<file path="src/rtl/pipe3_shift_if.sv">
// Handshake bundle for pipe3_shift: upstream in_* and downstream out_* channels.
interface pipe3_shift_if #(
  parameter int WIDTH = 4
);
  logic             in_valid;
  logic             in_ready;
  logic [WIDTH-1:0] in_data;
  logic             out_valid;
  logic             out_ready;
  logic [WIDTH-1:0] out_data;

  // pipe side
  modport slave (
    input  in_valid, in_data, out_ready,
    output in_ready, out_valid, out_data
  );

  // bench / surrounding logic side
  modport master (
    output in_valid, in_data, out_ready,
    input  in_ready, out_valid, out_data
  );
endinterface

</file>
<file path="src/rtl/pipe3_shift.sv">
// Three-stage registered pipeline with valid/ready on both ends. Empty stages
// fill even while the output stalls, so bubbles collapse toward stage 2.
module pipe3_shift #(
  parameter int WIDTH = 4,
  parameter int CNTW  = 8
) (
  input  logic             clk,
  input  logic             reset,
  pipe3_shift_if.slave     io,
  output logic [WIDTH-1:0] f,
  output logic [WIDTH-1:0] g,
  output logic [WIDTH-1:0] h,
  output logic [1:0]       occupancy,
  output logic [CNTW-1:0]  delivered
);

  logic [2:0]            vld_q, vld_d;
  logic [2:0][WIDTH-1:0] dat_q, dat_d;
  logic [CNTW-1:0]       del_q, del_d;
  logic                  adv2, ld1, ld0;

  // Advance terms ripple back from the output; all next-state from pre-edge values
  always_comb begin
    adv2  = io.out_ready | ~vld_q[2];
    ld1   = ~vld_q[1] | adv2;
    ld0   = ~vld_q[0] | ld1;
    vld_d = vld_q;
    dat_d = dat_q;
    del_d = del_q;
    if (adv2) begin
      vld_d[2] = vld_q[1];
      if (vld_q[1]) dat_d[2] = dat_q[1];
    end else begin
      vld_d[2] = vld_q[2] & ~io.out_ready;
    end
    if (ld1) begin
      vld_d[1] = vld_q[0];
      if (vld_q[0]) dat_d[1] = dat_q[0];
    end
    if (ld0) begin
      vld_d[0] = io.in_valid;
      if (io.in_valid) dat_d[0] = io.in_data;
    end
    if (vld_q[2] & io.out_ready) del_d = del_q + 1'b1;
  end

  // State registers; reset drops all in-flight beats immediately
  always_ff @(posedge clk or negedge reset) begin
    if (!reset) begin
      vld_q <= '0;
      dat_q <= '0;
      del_q <= '0;
    end else begin
      vld_q <= vld_d;
      dat_q <= dat_d;
      del_q <= del_d;
    end
  end

  // Outputs derived from registered state
  always_comb begin
    io.in_ready  = ld0;
    io.out_valid = vld_q[2];
    io.out_data  = dat_q[2];
    f            = dat_q[0];
    g            = dat_q[1];
    h            = dat_q[2];
    occupancy    = {1'b0, vld_q[0]} + {1'b0, vld_q[1]} + {1'b0, vld_q[2]};
    delivered    = del_q;
  end

endmodule

</file>
<file path="src/flat_wrapper.sv">
// flat-port wrapper written by rule: the top's interface ports become plain ports
module pipe3_shift_flat 
#(
  parameter int WIDTH = 4,
  parameter int CNTW  = 8
)
  (clk, reset, f, g, h, occupancy, delivered, io_in_valid, io_in_data, io_out_ready, io_in_ready, io_out_valid, io_out_data);
  pipe3_shift_if #(.WIDTH(WIDTH)) io_i ();
  input  logic clk;
  input  logic reset;
  output logic [WIDTH-1:0] f;
  output logic [WIDTH-1:0] g;
  output logic [WIDTH-1:0] h;
  output logic [1:0] occupancy;
  output logic [CNTW-1:0] delivered;
  input wire logic [$bits(io_i.in_valid)-1:0] io_in_valid;
  input wire logic [$bits(io_i.in_data)-1:0] io_in_data;
  input wire logic [$bits(io_i.out_ready)-1:0] io_out_ready;
  output wire logic [$bits(io_i.in_ready)-1:0] io_in_ready;
  output wire logic [$bits(io_i.out_valid)-1:0] io_out_valid;
  output wire logic [$bits(io_i.out_data)-1:0] io_out_data;
  assign io_i.in_valid = io_in_valid;
  assign io_i.in_data = io_in_data;
  assign io_i.out_ready = io_out_ready;
  assign io_in_ready = io_i.in_ready;
  assign io_out_valid = io_i.out_valid;
  assign io_out_data = io_i.out_data;
  pipe3_shift #(.WIDTH(WIDTH), .CNTW(CNTW)) u_core (.clk(clk), .reset(reset), .io(io_i), .f(f), .g(g), .h(h), .occupancy(occupancy), .delivered(delivered));
endmodule
</file>
<file path="config.mk">
export PLATFORM = sky130hd
export DESIGN_NAME = pipe3_shift_flat
export DESIGN_NICKNAME = d
export VERILOG_FILES = /design/src/rtl/pipe3_shift_if.sv /design/src/rtl/pipe3_shift.sv /design/src/flat_wrapper.sv
export SDC_FILE = /design/constraint.sdc
export NUM_CORES = 1
export LEC_CHECK = 0
export CELL_PAD_IN_SITES_DETAIL_PLACEMENT = 0
export CELL_PAD_IN_SITES_GLOBAL_PLACEMENT = 2
export CORE_ASPECT_RATIO = 1.4
export CORE_MARGIN = 2
export CORE_UTILIZATION = 30
export CTS_CLUSTER_DIAMETER = 200
export DETAILED_ROUTE_END_ITERATION = 16
export MAX_ROUTING_LAYER = met4
export PLACE_DENSITY_LB_ADDON = 0.12
export SLEW_MARGIN = 20
export SYNTH_ARGS = -nofsm -noshare
export SYNTH_HDL_FRONTEND = slang
export SYNTH_SLANG_ARGS = --single-unit
</file>
<file path="constraint.sdc">
create_clock -name clk -period 2.3 [get_ports clk]
set_clock_uncertainty 0.2 [all_clocks]
set_input_delay 0.46 -clock clk [delete_from_list [all_inputs] [get_ports clk]]
set_output_delay 0.46 -clock clk [all_outputs]
set_load 0.02 [all_outputs]
</file>
==> impl_metrics.yaml, run 1 <==
job:
  max_cap_violations: 0
worst_setup_path:
  cp-start-kind: "register"
  rr_worst_depth: 5
  end_kind: "output pin"
  cp.required_ps: 1640
  timing.rr.end: "u_core.f[0]$_DFFE_PN0P_"
  cp_max_fo: 2
  r2r_setup_slack_ps: 690
  regToRegStartpoint: "u_core.vld_q[2]$_DFF_PN0_"
  cp.arrival_ps: 1550
  critPathKind: "reg2out"
yosys:
  synthTopCellsByArea: "dfrtp_1, mux2_2, xnor2_1, buf_4, fa_1"
  ys_ff_latch: 23
  syn-cell-area_um2: 974.7
  ys_warn_count: 0
  ys_seq_area_share_pct: 59.05
  avgSynthCellArea_um2: 13.92
  synth_nets: 80
  synth_top_area_cell: "dfrtp_1"
  synth_top_area_share_pct: 59.05
  ys_types: 19
  netlist_instances: 70
power:
  p_switching_w: 0.0005702
  p_per_area_mw_per_mm2: 1124
  switching_share_pct: 35.85
  p_clk_share_pct: 15.0
  leakage_nw: 0.5861
  combPwrFrac_pct: 44.3
  seqPwrFrac_pct: 40.8
  vdd_drop_max_v: 0.0006372
  power.internal_w: 0.001020
final_layout:
  area_growth_pct: 45.19
  final_area_mm2: 0.001415
  nets: 120
  n_antenna_cell: 0
  final_cells: 148
  fillers: 316
  multiInputGateArea_um2: 369.1
  drive_above_1_share_pct: 21.10
  regArea_um2: 575.6
timing:
  setup_violations: 0
  maxSlewHeadroom_pct: 80.56
  max_freq_ghz: 0.4521
  timing_hold_violations_final: 0
  slew_violations: 0
  rsz0062_at_grt: "no"
  worst_pin_slew_ps: 291.6
  finalCritPeriodShare_pct: 96.18
  fin_crit_ps: 2212
floorplanning:
  die-area_mm2: 0.003727
  die_w_um: 52.18
  num_rows: 24
  start_util_pct: 31.21
  die_h_um: 71.44
  core_area_mm2: 0.003123
  io-pin-count: 36
routing:
  vias_per_cell: 4.486
  wl_per_cell_um: 13.10
  remaining_drc_errors: 0
  vias: 664
  dr.pass1.iters: 2
  drt-total-wl_um: 1939
  ant_nets: 0
  dr.first_iter.drc_count: 3
clock_network:
  cts_tree: "done"
  clk_pin_slew_worst_paths_ps: 80
  cts.path.max_buffers: 2
  cts_root_buf: "clkbuf_8"
  cts_buffers: 3
  holdBufCountCts: 0
  htree_levels: 1
  clk_latency_ps: 250
  numClockSinks: 23
  post_cts_buffers: 0
global_route:
  grt.overflow.total: 0
  grt_pass1_wl_um: 3187
  grt_max_degree: 24
  antenna_found_initial: 0
  grt_pass1_vias: 698
  grt_use_total_pct: 11.46
placed_design:
  placed_area_mm2: 0.001374
  port_buffers: 35
  place_congestion: 0.6930
  placedCellCount: 144
min_path:
  hold_path_startpoint: "u_core.delivered[7]$_DFFE_PN0P_"
  worst_hold_path.endpoint: "u_core.delivered[7]$_DFFE_PN0P_"
  hold_path.class: "reg2reg"
  hold_depth: 1
status:
  outcome: "complete, no violations"
[flip-flops by register name, indices dropped and copies added (netlist names)]
signal / cells
u_core.g: 4
u_core.delivered: 8
u_core.h: 4
u_core.f: 4
u_core.vld_q: 3
[power by group through the flow]
stage	clock, W	combinational (W)	sequential, W
5_1_grt	0.000270	0.000745	0.000674
4_1_cts	0.000248	0.000716	0.000652
2_1_floorplan	0	0.000258	0.000778
3_5_place_dp	0	0.000720	0.000658
6_report	0.000238	0.000704	0.000648
3_3_place_gp	0	0.000714	0.000656
[kinds of logic (layout without fill, tap and decap cells)]
| logic type | count (synthesis) | count (layout) | synth area share (%) |
|---|---|---|---|
| xor gates and xnor gates | 7 | 7 | 6.290 |
| muxes | 13 | 13 | 15.02 |
| buffers and inverters | 4 | 43 | 3.081 |
| DFF | 23 | 23 | 59.05 |
| adders and majority gates | 2 | 2 | 3.337 |
| and+or+nand+nor | 21 | 21 | 13.22 |
[area by class of cell]
type | count | area share [%]
clock buffers | 4 | 3.183
multi-input cells | 43 | 26.08
flip-flops and latches | 23 | 40.67
well taps | 39 | 3.448
repair buffers | 39 | 26.61
[through the flow]
step                      setup slack, ps  utilization (%)  total power (W)  hold WS, ps  setup TNS, ps
final                               87.97            45.31         0.001590        272.1              0
after detailed placement           -35.29            43.99         0.001378        263.8         -35.29
after global routing                26.27            45.31         0.001689        295.7              0
after global placement             -22.27            43.99         0.001370        259.2         -22.27
after floorplan                     454.7                -         0.001037       -35.59              0
after CTS                           57.39            45.31         0.001617        275.5              0
[critical path, cell delays in order, from the launching register on]
cell	delay (ps)
dfrtp_1	410
fa_1	560
dlygate4sd2_1	330
[cells in the final DEF (no fill, tap or decap), types with 2 or more instances in the layout]
| master | Yosys | routed |
|---|---|---|
| xnor2_1 | 5 | 5 |
| nand2_2 | 2 | 2 |
| nand2b_1 | 3 | 3 |
| nand2_1 | 5 | 5 |
| mux2_2 | 13 | 13 |
| clkbuf_8 | 0 | 3 |
| nand4_1 | 2 | 2 |
| xor2_1 | 2 | 2 |
| clkdlybuf4s50_1 | 0 | 32 |
| dlygate4sd2_1 | 0 | 3 |
| nand3_1 | 2 | 2 |
| buf_4 | 4 | 4 |
| dfrtp_1 | 23 | 23 |
[worst max-delay path by stage]
stage	slack (ps)	endpoint	startpoint	depth (start not counted)
after global routing	30	occupancy[0]	u_core.vld_q[2]$_DFF_PN0_	2
after floorplan	450	occupancy[0]	u_core.vld_q[2]$_DFF_PN0_	1
final	90	occupancy[0]	u_core.vld_q[2]$_DFF_PN0_	2
after detailed placement	-40	io_in_ready	io_out_ready	3
after CTS	60	occupancy[0]	u_core.vld_q[2]$_DFF_PN0_	2
after global placement	-20	io_in_ready	io_out_ready	3
[synth_stat cells, drive strengths merged]
cell and number:
nand2 7, nor3 1, and4 1, nand2b 3, nand4 2, fa 1
mux2 13, buf 4, xnor2 5, nor4 1, xor2 2, nand3b 1
and2 1, or2b 1, nand3 2, dfrtp 23, ha 1, nand4b 1
[layer usage]
layer / GRT usage (%) / vias to the layer above / part of all wire [%]
li1: - / 321 / -
met1: 13.61 / 320 / 38
met2: 20.11 / 21 / 56
met3: 1.250 / 2 / 4.4
met4: 3.419 / 0 / 0.67
met5: - / - / 0
[timing repair]
| item | in CTS | in global routing |
|---|---|---|
| endpoints found under the hold margin | 0 | 0 |
| resized for setup | 3 | 0 |
| endpoints found under the setup margin | 3 | 0 |
No activity file was read; power rests on OpenSTA's default activity.
==> inputs of run 2 (changes only) <==
- GPL_ROUTABILITY_DRIVEN: unset -> 0
==> results of run 2 <==
The final DEF is identical to that of run 1; final timing and power are the same.
==> inputs of run 3 (changes only) <==
- CORE_ASPECT_RATIO: 1.4 -> 0.5
==> impl_metrics.yaml, run 3 (synthesis results as in run 1) <==
worst_setup_path:
  cp.required_ps: 1640
  cp_max_fo: 5
  cp.arrival_ps: 1530
  critPathKind: "reg2out"
  end_kind: "output pin"
  cp-start-kind: "register"
floorplanning:
  die_h_um: 44.31
  start_util_pct: 31.98
  io-pin-count: 36
  num_rows: 14
  die_w_um: 84.61
  die-area_mm2: 0.003749
  core_area_mm2: 0.003048
final_layout:
  nets: 120
  layout_common_cells: "clkdlybuf4s50_1, dfrtp_1, mux2_2"
  final_cells: 149
  drive_above_1_share_pct: 22.02
  fillers: 297
  n_antenna_cell: 0
  multiInputGateArea_um2: 369.1
  regArea_um2: 575.6
  largest_reg_flops: 8
  mostFrequentLayoutCell: "clkdlybuf4s50_1"
  area_growth_pct: 45.44
routing:
  dr.pass1.iters: 2
  dr.first_iter.drc_count: 6
  ant_nets: 0
  remaining_drc_errors: 0
  vias_per_cell: 4.403
  wl_per_cell_um: 13.22
  vias: 656
  drt-total-wl_um: 1970
global_route:
  grt_pass1_vias: 693
  antenna_found_initial: 0
  grt_max_degree: 24
  grt_use_total_pct: 12.32
  grt_pass1_wl_um: 3312
  grt.overflow.total: 0
placed_design:
  dp_worst_setup_slack_ps: -96.22
  place_hpwl_um: 1542
  placedCellCount: 145
  port_buffers: 35
clock_network:
  holdBufCountCts: 0
  clk_pin_slew_worst_paths_ps: 80
  cts_tree: "done"
  cts.path.max_buffers: 2
  post_cts_buffers: 0
  numClockSinks: 23
  cts_root_buf: "clkbuf_8"
  cts_buffers: 3
  clk_latency_ps: 260
  htree_levels: 1
job:
  max_cap_violations: 0
timing:
  setup_violations: 0
  worst_pin_slew_ps: 289.8
  finalCritPeriodShare_pct: 95.05
  max_freq_ghz: 0.4574
  fin_crit_ps: 2186
  timing_hold_violations_final: 0
  setup_slack_ps: 113.8
  slew_violations: 0
  rsz0062_at_grt: "no"
  maxSlewHeadroom_pct: 80.68
power:
  combPwrFrac_pct: 44.2
  power.internal_w: 0.001017
  p_per_area_mw_per_mm2: 1126
  leakage_nw: 0.5888
  p_clk_share_pct: 15.2
  seqPwrFrac_pct: 40.7
  vdd_drop_max_v: 0.0004887
  p_switching_w: 0.0005797
  switching_share_pct: 36.31
status:
  outcome: "complete, no violations"
min_path:
  hold_path.class: "reg2reg"
run 3: cell count changes in the layout (fill, tap and decap cells not counted), sizes merged:
cell / before / now
clkbuf: 4 / 3
clkinv: 0 / 1
run 3: path summary, 6_finish.rpt:
path | startpoint | to | slack, ps | cells past startpoint
worst max-delay path | u_core.vld_q[1]$_DFFE_PN0P_ | occupancy[0] | 110 | 2
worst min-delay path | u_core.delivered[7]$_DFFE_PN0P_ | u_core.delivered[7]$_DFFE_PN0P_ | 270 | 1
worst max register to register | u_core.vld_q[2]$_DFF_PN0_ | u_core.f[2]$_DFFE_PN0P_ | 700 | 5
worst min register to register | u_core.delivered[7]$_DFFE_PN0P_ | u_core.delivered[7]$_DFFE_PN0P_ | 270 | 1
max in group asynchronous | reset | u_core.g[3]$_DFFE_PN0P_ | 1330 | 2
min in group asynchronous | reset | u_core.delivered[3]$_DFFE_PN0P_ | 350 | 2
run 3: stage by stage:
| step | area, um2 | hold slack [ps] | power [W] | setup TNS (ps) | util [%] |
|---|---|---|---|---|---|
| 2_1_floorplan | 974.7 | -35.59 | 0.001037 | 0 | - |
| 3_3_place_gp | 1375 | 258.7 | 0.001358 | -20.60 | 45.11 |
| 3_5_place_dp | 1375 | 264.3 | 0.001378 | -96.22 | 45.11 |
| 4_1_cts | 1418 | 279.6 | 0.001623 | 0 | 46.51 |
| 5_1_grt | 1418 | 287.1 | 0.001699 | 0 | 46.51 |
| 6_report | 1418 | 274.2 | 0.001596 | 0 | 46.51 |
run 3: power groups by stage:
stage          Combinational, W  Sequential (W)  Clock (W)
6_report               0.000705        0.000649   0.000242
5_1_grt                0.000753        0.000670   0.000276
4_1_cts                0.000716        0.000652   0.000255
3_5_place_dp           0.000719        0.000659          0
3_3_place_gp           0.000714        0.000644          0
2_1_floorplan          0.000258        0.000778          0
run 3: cell type report:
cell class	count	area share (%)
flip-flops and latches	23	40.60
clock inverters	1	0.3530
multi-input cells	43	26.04
clock buffers	3	2.913
repair buffers	39	26.57
well taps	40	3.530
run 3: critical path: stages, from the launching register on:
cell and delay (ps):
dfrtp_1 450, fa_1 490, dlygate4sd2_1 330
run 3: timing repair:
item | 4_1_cts | 5_1_grt
resized for setup | 3 | 0
setup endpoints to repair | 3 | 0
hold endpoints to repair | 0 | 0
run 3: metal layers:
layer | part of all wire (%) | up-vias | GRT usage (%)
met5 | 0 | - | -
met4 | 0 | 0 | 1.905
met3 | 6.9 | 0 | 5.597
met2 | 49 | 22 | 21.89
met1 | 44 | 319 | 13.29
li1 | - | 315 | -
